$ cat config.mk
export PLATFORM = sky130hd
export DESIGN_NAME = alu_operand_sequencer
export DESIGN_NICKNAME = d
export VERILOG_FILES = /design/src/rtl/alu_pkg.sv /design/src/rtl/btn_debounce.sv /design/src/rtl/alu_operand_sequencer.sv
export SDC_FILE = /design/constraint.sdc
export NUM_CORES = 1
export LEC_CHECK = 0
export ABC_AREA = 0
export CORE_ASPECT_RATIO = 0.7
export CORE_MARGIN = 2
export CORE_UTILIZATION = 59
export DETAILED_ROUTE_END_ITERATION = 10
export HOLD_SLACK_MARGIN = 0.05
export PLACE_DENSITY = 0.92
export SLEW_MARGIN = 30
export SYNTH_ARGS = -nofsm -noshare
export SYNTH_HDL_FRONTEND = slang
export SYNTH_SLANG_ARGS = --single-unit
$ cat constraint.sdc
create_clock -name clk -period 4.95 [get_ports clk]
set_clock_uncertainty 0.05 [all_clocks]
set_input_delay 0.99 -clock clk [delete_from_list [all_inputs] [get_ports clk]]
set_output_delay 0.99 -clock clk [all_outputs]
set_load 0.005 [all_outputs]
$ cat src/rtl/alu_pkg.sv
// Shared constants for the 6-bit ALU datapath: widths, sequencer state encoding
// and the function-select codes understood by the ripple-adder ALU.
package alu_pkg;

  localparam int ALU_DATA_W = 6;
  localparam int ALU_FXN_W  = 3;

  // Encodings are mirrored directly onto the board LEDs
  typedef enum logic [2:0] {
    ST_LOAD_A = 3'b000,
    ST_LOAD_B = 3'b001,
    ST_LOAD_F = 3'b010,
    ST_SETTLE = 3'b011,
    ST_SHOW   = 3'b100
  } state_e;

  localparam logic [ALU_FXN_W-1:0] FXN_ADD    = 3'd0;
  localparam logic [ALU_FXN_W-1:0] FXN_SUB    = 3'd1;
  localparam logic [ALU_FXN_W-1:0] FXN_AND    = 3'd2;
  localparam logic [ALU_FXN_W-1:0] FXN_OR     = 3'd3;
  localparam logic [ALU_FXN_W-1:0] FXN_XOR    = 3'd4;
  localparam logic [ALU_FXN_W-1:0] FXN_NOT_A  = 3'd5;
  localparam logic [ALU_FXN_W-1:0] FXN_PASS_A = 3'd6;
  localparam logic [ALU_FXN_W-1:0] FXN_PASS_B = 3'd7;

endpackage

$ cat src/rtl/btn_debounce.sv
// Conditions one raw push-button: 2-flop synchronizer, stable-level debounce
// and a single-cycle pulse on each accepted press.
module btn_debounce #(
  parameter int DEBOUNCE_CYCLES = 250000
) (
  input  logic clk,
  input  logic rst_n,
  input  logic btn_raw,
  output logic pulse
);

  localparam int CNT_W = (DEBOUNCE_CYCLES > 1) ? $clog2(DEBOUNCE_CYCLES) : 1;
  localparam logic [CNT_W-1:0] CNT_LAST = CNT_W'(DEBOUNCE_CYCLES - 1);

  logic             sync1_q, sync2_q;
  logic             level_q, level_d;
  logic             pulse_q, pulse_d;
  logic [CNT_W-1:0] cnt_q, cnt_d;

  always_ff @(posedge clk or negedge rst_n) begin
    if (!rst_n) begin
      sync1_q <= 1'b0;
      sync2_q <= 1'b0;
      level_q <= 1'b0;
      pulse_q <= 1'b0;
      cnt_q   <= '0;
    end else begin
      sync1_q <= btn_raw;
      sync2_q <= sync1_q;
      level_q <= level_d;
      pulse_q <= pulse_d;
      cnt_q   <= cnt_d;
    end
  end

  // Any cycle where the synchronized input agrees with the accepted level restarts the count
  always_comb begin
    level_d = level_q;
    cnt_d   = '0;
    if (sync2_q != level_q) begin
      if (cnt_q == CNT_LAST) begin
        level_d = sync2_q;
      end else begin
        cnt_d = cnt_q + 1'b1;
      end
    end
    pulse_d = level_d & ~level_q;
  end

  assign pulse = pulse_q;

endmodule

$ cat src/rtl/alu_operand_sequencer.sv
// Collects A, B and fxn from the switches via debounced Enter, issues them to the
// ALU as registered operands, waits for the ripple chain to settle and latches the result.
module alu_operand_sequencer
  import alu_pkg::*;
#(
  parameter int DATA_W          = ALU_DATA_W,
  parameter int FXN_W           = ALU_FXN_W,
  parameter int DEBOUNCE_CYCLES = 250000,
  parameter int SETTLE_CYCLES   = 4
) (
  input  logic              clk,
  input  logic              rst_n,
  input  logic [DATA_W-1:0] sw,
  input  logic              btn_enter,
  input  logic              btn_clear,
  output logic [DATA_W-1:0] op_a,
  output logic [DATA_W-1:0] op_b,
  output logic [FXN_W-1:0]  op_fxn,
  output logic              op_valid,
  input  logic [DATA_W-1:0] res_in,
  output logic [DATA_W-1:0] result,
  output logic              result_valid,
  output logic [2:0]        state_led
);

  localparam int SET_W = (SETTLE_CYCLES > 1) ? $clog2(SETTLE_CYCLES) : 1;
  localparam logic [SET_W-1:0] SETTLE_LAST = SET_W'(SETTLE_CYCLES - 1);

  logic              enter_p, clear_p;
  state_e            state_q, state_d;
  logic [DATA_W-1:0] op_a_q, op_a_d, op_b_q, op_b_d, result_q, result_d;
  logic [FXN_W-1:0]  op_fxn_q, op_fxn_d;
  logic              op_valid_q, op_valid_d, result_valid_q, result_valid_d;
  logic [SET_W-1:0]  settle_cnt_q, settle_cnt_d;
  logic              wipe;

  btn_debounce #(.DEBOUNCE_CYCLES(DEBOUNCE_CYCLES)) u_enter_db (
    .clk(clk), .rst_n(rst_n), .btn_raw(btn_enter), .pulse(enter_p)
  );

  btn_debounce #(.DEBOUNCE_CYCLES(DEBOUNCE_CYCLES)) u_clear_db (
    .clk(clk), .rst_n(rst_n), .btn_raw(btn_clear), .pulse(clear_p)
  );

  always_ff @(posedge clk or negedge rst_n) begin
    if (!rst_n) begin
      state_q        <= ST_LOAD_A;
      op_a_q         <= '0;
      op_b_q         <= '0;
      op_fxn_q       <= '0;
      op_valid_q     <= 1'b0;
      result_q       <= '0;
      result_valid_q <= 1'b0;
      settle_cnt_q   <= '0;
    end else begin
      state_q        <= state_d;
      op_a_q         <= op_a_d;
      op_b_q         <= op_b_d;
      op_fxn_q       <= op_fxn_d;
      op_valid_q     <= op_valid_d;
      result_q       <= result_d;
      result_valid_q <= result_valid_d;
      settle_cnt_q   <= settle_cnt_d;
    end
  end

  // Clear wins over Enter everywhere; unused encodings fall back to LOAD_A
  always_comb begin
    state_d = state_q;
    if (clear_p) begin
      state_d = ST_LOAD_A;
    end else begin
      case (state_q)
        ST_LOAD_A: if (enter_p) state_d = ST_LOAD_B;
        ST_LOAD_B: if (enter_p) state_d = ST_LOAD_F;
        ST_LOAD_F: if (enter_p) state_d = ST_SETTLE;
        ST_SETTLE: if (settle_cnt_q == SETTLE_LAST) state_d = ST_SHOW;
        ST_SHOW:   if (enter_p) state_d = ST_LOAD_A;
        default:   state_d = ST_LOAD_A;
      endcase
    end
  end

  always_comb begin
    op_a_d         = op_a_q;
    op_b_d         = op_b_q;
    op_fxn_d       = op_fxn_q;
    op_valid_d     = op_valid_q;
    result_d       = result_q;
    result_valid_d = result_valid_q;
    settle_cnt_d   = settle_cnt_q;
    wipe           = clear_p;
    if (!clear_p) begin
      case (state_q)
        ST_LOAD_A: if (enter_p) op_a_d = sw;
        ST_LOAD_B: if (enter_p) op_b_d = sw;
        ST_LOAD_F: begin
          if (enter_p) begin
            op_fxn_d     = sw[FXN_W-1:0];
            op_valid_d   = 1'b1;
            settle_cnt_d = '0;
          end
        end
        ST_SETTLE: begin
          settle_cnt_d = settle_cnt_q + 1'b1;
          if (settle_cnt_q == SETTLE_LAST) begin
            result_d       = res_in;
            result_valid_d = 1'b1;
          end
        end
        ST_SHOW: begin
          if (enter_p) begin
            op_valid_d     = 1'b0;
            result_valid_d = 1'b0;
          end
        end
        default: wipe = 1'b1;
      endcase
    end
    if (wipe) begin
      op_a_d         = '0;
      op_b_d         = '0;
      op_fxn_d       = '0;
      op_valid_d     = 1'b0;
      result_d       = '0;
      result_valid_d = 1'b0;
      settle_cnt_d   = '0;
    end
  end

  always_comb begin
    state_led    = state_q;
    op_a         = op_a_q;
    op_b         = op_b_q;
    op_fxn       = op_fxn_q;
    op_valid     = op_valid_q;
    result       = result_q;
    result_valid = result_valid_q;
  end

endmodule

==> reports/metrics.yaml, run 1 <==
floorplanning:
  die_area_sq_um: 6340
  start_util_pct: 62.8
  ioPinCount: 42
  num_rows: 22
  die_w_um: 94.3
  core_sq_um: 5370
  die_height_um: 67.2
cts:
  clock_path_buffers: 2
  clkLatencyLatePin_ps: 350
  ctsHoldBuffers: 0
  post_cts_buffers: 0
  path_clk_slew_ps: 80
  h-tree-depth: 3
  cts_tree: "done"
  cts_buffers: 9
  clock_sinks: 72
  ctsRootBufferMaster: "clkbuf_8"
  post_cts_resized: 0
cells_and_area:
  drive_gt1_share_pct: 11.5
  nNetsFinal: 372
  area_delta_synth_final_pct: 20.4
  nFillCells: 371
  final_cells: 430
  antenna_cells: 0
global_routing:
  antenna_found_initial: 0
  grt_usage_pct: 24.7
  grt_pass1_vias: 2382
  gr-total-overflow: 0
  grt_pass1_wl_um: 11700
  grt_max_degree: 50
yosys:
  synthesis.nets: 327
  synth_top_family_by_area: "simple AND/OR/NAND/NOR gates"
  synth_edf_count: 0
  synth_area_sq_um: 3370
  yosys.area_share.simple_pct: 21.5
  muxShareOfSynthArea_pct: 5.65
  synth_xor_area_share_pct: 7.54
  synth_ff_type: "dfrtp_1"
  ys_seq_elements: 72
  yosysUniqueCellTypes: 42
  synth_fa_ha_area_share_pct: 1.11
  async_flop_share_pct: 100
  synth-seq-area-share_pct: 53.5
  synth_compound_area_share_pct: 7.95
  syn_inst: 308
  synth-warning-count: 0
  synth_area_per_cell_sq_um: 10.9
drt:
  ant_nets: 0
  dr.pass1.iters: 4
  wl_per_cell_um: 16.2
  via_per_inst: 5.71
  drc_errors: 0
  drt-initial-drc-count: 140
  wirelength_um: 6980
  vias: 2455
setup_path:
  path_max_fanout: 17
  start_kind: "flip-flop"
  critPathArrivalTime_ps: 1640
  r2r_slack_ps: 2910
  path_cells: "clkdlybuf4s50_1"
  end_kind: "output port"
  critPathMaxStageDelay_ps: 680
  critPathBufInv: 1
  worstSetupPathType: "flip-flop to output port"
  cp_top_family: "flip-flops"
  critPathRequiredTime_ps: 3910
  slowest_stage: "dfrtp_1"
placement:
  dp_hpwl_um: 4780
  place_inst: 412
  portBuffers: 41
  routabilityCongestion: 0.850
  post-place-ws_ps: 2690
timing:
  tightest_slew_ps: 767
  hold_viol: 0
  max_freq_mhz: 373
  period_minus_slack_ps: 2680
  setup_viol: 0
  fin_crit_sh_pct: 54.2
  rsz0062_at_grt: "false"
  drv_slew: 0
  setup_ws_ps: 2270
  setup_tns_ps: 0
  slew_headroom_pct: 48.8
power_and_ir_drop:
  p_per_area_nw_per_um2: 284
  cellLeakagePower_nw: 1.81
  ir_drop_v: 0.000242
status:
  status: "completed"
run:
  drv_cap: 0
min_path:
  min_path_type: "flip-flop to flip-flop"
-- routing by layer --
metal | routed length [um] | share of wire (%) | track usage [%] | vias to the layer above
li1 | - | - | - | 1177
met1 | 3300 | 47 | 33.7 | 1204
met2 | 3210 | 46 | 38.8 | 64
met3 | 404 | 5.8 | 7.37 | 10
met4 | 74 | 1.1 | 7.61 | 0
met5 | 0 | 0 | 0 | -
-- final timing paths --
| kind | startpoint | endpoint | depth (start not counted) |
|---|---|---|---|
| max | state_led[2] | state_led[2] | 1 |
| min in group asynchronous | rst_n | op_valid | 1 |
| max in group asynchronous | rst_n | u_enter_db.pulse | 2 |
| min | u_clear_db.sync1_q | u_clear_db.sync2_q | 0 |
| max reg2reg | state_led[1] | op_a[1] | 4 |
| min reg2reg | u_clear_db.sync1_q | u_clear_db.sync2_q | 0 |
-- sequential cells by signal, indices dropped and copies added, names as in the netlist, 2 cells and up --
| register | flops |
|---|---|
| u_enter_db.cnt_q | 18 |
| u_clear_db.cnt_q | 18 |
| op_a | 6 |
| op_b | 6 |
| result | 6 |
| op_fxn | 3 |
| settle_cnt_q | 2 |
| state_led | 3 |
-- cells in the mapped netlist (all sizes together) (7+ instances only) --
cell type | instances | area (sq um)
dfrtp | 72 | 1800
nor2 | 49 | 184
xnor2 | 17 | 149
nand2 | 15 | 56.3
nand3 | 12 | 70.1
nand4 | 12 | 90.1
xor2 | 12 | 105
nor4 | 11 | 83.8
a21oi | 10 | 50.1
inv | 10 | 37.5
mux2i | 10 | 100
mux2 | 8 | 90.1
buf | 7 | 43.8
-- where the power goes --
part           internal (mW)  switching, mW  total, mW
Combinational         0.0183         0.0234     0.0418
Sequential             0.593        0.00520      0.599
Clock                  0.295          0.217      0.512
-- metrics by stage --
step	area [sq um]	power [mW]	hold slack, ps	util [%]
floorplan	3370	0.624	281	-
global placement	3820	0.649	285	71.1
detailed placement	3820	0.651	289	71.1
CTS	4040	1.16	306	75.2
global route	4050	1.19	310	75.5
finish	4050	1.15	303	75.5
-- placed cells by master (no fill, tap or decap), types with 2 or more instances in the layout --
| cell type | instances |
|---|---|
| nor4_1 | 10 |
| o41ai_4 | 2 |
| nor2b_1 | 4 |
| inv_1 | 10 |
| buf_4 | 4 |
| nor4b_2 | 2 |
| a31o_2 | 2 |
| nand3b_1 | 2 |
| clkinv_2 | 3 |
| nand3_1 | 10 |
| mux2i_1 | 10 |
| and3b_1 | 2 |
| nand2_1 | 15 |
| a22oi_1 | 2 |
| nor3_1 | 6 |
| o21ai_0 | 6 |
| o31ai_1 | 2 |
| a21o_1 | 2 |
| and4_1 | 2 |
| a22o_1 | 6 |
| dfrtp_1 | 72 |
| clkbuf_8 | 10 |
| ha_1 | 3 |
| a21oi_1 | 10 |
| nand4_1 | 11 |
| nor2_1 | 49 |
| xnor2_1 | 17 |
| and2_1 | 6 |
| bufinv_16 | 2 |
| xor2_1 | 12 |
| or2_2 | 2 |
| nand3_2 | 2 |
| clkdlybuf4s50_1 | 40 |
| mux2_2 | 8 |
| or3_1 | 3 |
-- layout make-up --
cell class              instances  area, sq um  area share (%)
clock buffers                  10          138            3.40
clock inverters                 6         82.6            2.04
flip-flops and latches         72         1800            44.4
repair buffers                 44          430            10.6
well taps                      72         90.1            2.22
multi-input cells             216         1470            36.4
inverters                      10         37.5           0.926
-- cell families (layout without fill, tap and decap cells) --
group | count (synthesis) | after routing
adders and majority gates | 3 | 3
DFF | 72 | 72
xor gates and xnor gates | 29 | 29
muxes | 18 | 18
and+or+nand+nor | 132 | 132
buffers and inverters | 20 | 70
AOI/OAI and AO/OA | 34 | 34
No activity file was read; power rests on OpenSTA's default activity.
==> run 2, diff against run 1 <==
--- a/config.mk
+++ b/config.mk
@@ -8,10 +8,10 @@
 export ABC_AREA = 0
 export CORE_ASPECT_RATIO = 0.7
 export CORE_MARGIN = 2
-export CORE_UTILIZATION = 59
+export CORE_UTILIZATION = 50
 export DETAILED_ROUTE_END_ITERATION = 10
 export HOLD_SLACK_MARGIN = 0.05
-export PLACE_DENSITY = 0.92
+export PLACE_DENSITY = 0.84
 export SLEW_MARGIN = 30
 export SYNTH_ARGS = -nofsm -noshare
 export SYNTH_HDL_FRONTEND = slang
==> constraint.sdc (replaced) <==
create_clock -name clk -period 2.45 [get_ports clk]
set_clock_uncertainty 0.05 [all_clocks]
set_input_delay 0.49 -clock clk [delete_from_list [all_inputs] [get_ports clk]]
set_output_delay 0.49 -clock clk [all_outputs]
set_load 0.005 [all_outputs]
==> reports/metrics.yaml, run 2 (synthesis gave the netlist of run 1 again) <==
power_and_ir_drop:
  swShare_pct: 22.1
  p_int_mw: 1.82
  power_frac_seq_pct: 51.8
  p_sw_mw: 0.516
  cellLeakagePower_nw: 1.84
  p_per_area_nw_per_um2: 566
  ir_drop_v: 0.000472
  power_frac_clock_pct: 44.4
  power_frac_comb_pct: 3.8
status:
  status: "completed"
global_routing:
  grt_pass1_vias: 2325
  antenna_found_initial: 0
  gr-total-overflow: 0
  grt_max_degree: 34
  grt_pass1_wl_um: 11000
  grt_usage_pct: 19.4
timing:
  setup_tns_ps: 0
  fin_crit_sh_pct: 88.6
  max_freq_mhz: 461
  tightest_slew_ps: 734
  setup_viol: 0
  hold_ws_ps: 300
  period_minus_slack_ps: 2170
  hold_viol: 0
  drv_slew: 0
  rsz0062_at_grt: "false"
  slew_headroom_pct: 50.9
cts:
  cts_buffers: 9
  ctsRootBufferMaster: "clkbuf_8"
  clock_path_buffers: 2
  clock_sinks: 72
  h-tree-depth: 3
  clkLatencyLatePin_ps: 350
  post_cts_buffers: 0
  path_clk_slew_ps: 80
  cts_tree: "done"
drt:
  via_per_inst: 5.41
  vias: 2455
  drc_errors: 0
  wirelength_um: 6540
  dr.pass1.iters: 4
  drt-initial-drc-count: 139
  wl_per_cell_um: 14.4
  ant_nets: 0
setup_path:
  end_kind: "output port"
  path_max_fanout: 17
  critPathRequiredTime_ps: 1910
  critPathArrivalTime_ps: 1630
  slowest_stage: "dfrtp_1"
  r2r_slack_ps: 430
  start_kind: "flip-flop"
  critPathMaxStageDelay_ps: 680
  cp.depth: 1
  rr_worst_depth: 4
  worstSetupPathType: "flip-flop to output port"
  cp_top_family: "flip-flops"
  r2r-start: "u_enter_db.cnt_q[10]"
  r2r-end: "u_enter_db.level_q"
  path_cells: "clkdlybuf4s50_1"
  critPathBufInv: 1
floorplanning:
  die_w_um: 102
  ioPinCount: 42
  die_height_um: 72.7
  num_rows: 24
  die_area_sq_um: 7420
  core_sq_um: 6370
  start_util_pct: 52.9
cells_and_area:
  layout_commonest_cell: "dfrtp_1"
  nFillCells: 497
  nNetsFinal: 377
  drive_gt1_share_pct: 12.1
  layout_common_cells: "dfrtp_1, nor2_1, clkdlybuf4s50_1"
  reg_top3: "u_clear_db.cnt_q: 18 flops, u_enter_db.cnt_q: 18 flops"
  antenna_cells: 0
  area_delta_synth_final_pct: 22.5
placement:
  routabilityCongestion: 0.862
  dp_hpwl_um: 4620
  portBuffers: 41
run:
  drv_cap: 0
min_path:
  hold_end: "u_clear_db.sync2_q"
  hp-start: "u_clear_db.sync1_q"
  hold_depth: 0
  min_path_type: "flip-flop to flip-flop"
## run 2: power groups by stage
stage | clock network, mW | logic, mW | registers (mW)
after detailed placement | 0 | 0.0907 | 1.23
after global routing | 1.12 | 0.103 | 1.21
final | 1.04 | 0.0897 | 1.21
after CTS | 1.05 | 0.0925 | 1.21
after floorplan | 0 | 0.0304 | 1.23
after global placement | 0 | 0.0881 | 1.23
## run 2: layer usage
metal  routed length (um)  part of all wire [%]  track usage [%]  vias up
li1                     -                     -                -     1185
met1                 3140                    48             27.3     1175
met2                 2880                    44             28.7       87
met3                  442                   6.8             5.75        8
met4                   80                   1.2             7.11        0
met5                    0                     0                0        -
## run 2: final cells by class
class / count / area (sq um) / area share (%)
Tap cell: 91 / 114 / 2.76
Clock inverter: 6 / 90.1 / 2.18
Sequential cell: 72 / 1800 / 43.7
Clock buffer: 10 / 128 / 3.09
Multi-Input combinational cell: 216 / 1470 / 35.7
Timing Repair Buffer: 49 / 480 / 11.6
Inverter: 10 / 37.5 / 0.910
## run 2: how the worst max path moves through the flow
stage / startpoint / endpoint
floorplan: state_led[1] / op_b[0]
global placement: u_enter_db.cnt_q[0] / u_enter_db.level_q
detailed placement: u_enter_db.cnt_q[10] / u_enter_db.level_q
CTS: state_led[2] / state_led[2]
global route: state_led[2] / state_led[2]
finish: state_led[2] / state_led[2]
## run 2: through the flow
step | utilization, % | std cells | power, mW | instance area, sq um | setup slack [ps]
global placement | 61.2 | 437 | 1.32 | 3900 | 590
finish | 64.8 | 454 | 2.34 | 4130 | 280
global route | 64.8 | 454 | 2.43 | 4130 | 185
floorplan | - | 308 | 1.26 | 3370 | 629
CTS | 64.8 | 454 | 2.36 | 4130 | 300
detailed placement | 61.2 | 437 | 1.32 | 3900 | 481
## run 2: what timing repair did
item                                   in CTS  in global routing
gates resized for setup                     0                  0
hold buffers                                1                  0
endpoints found under the hold margin      14                  0
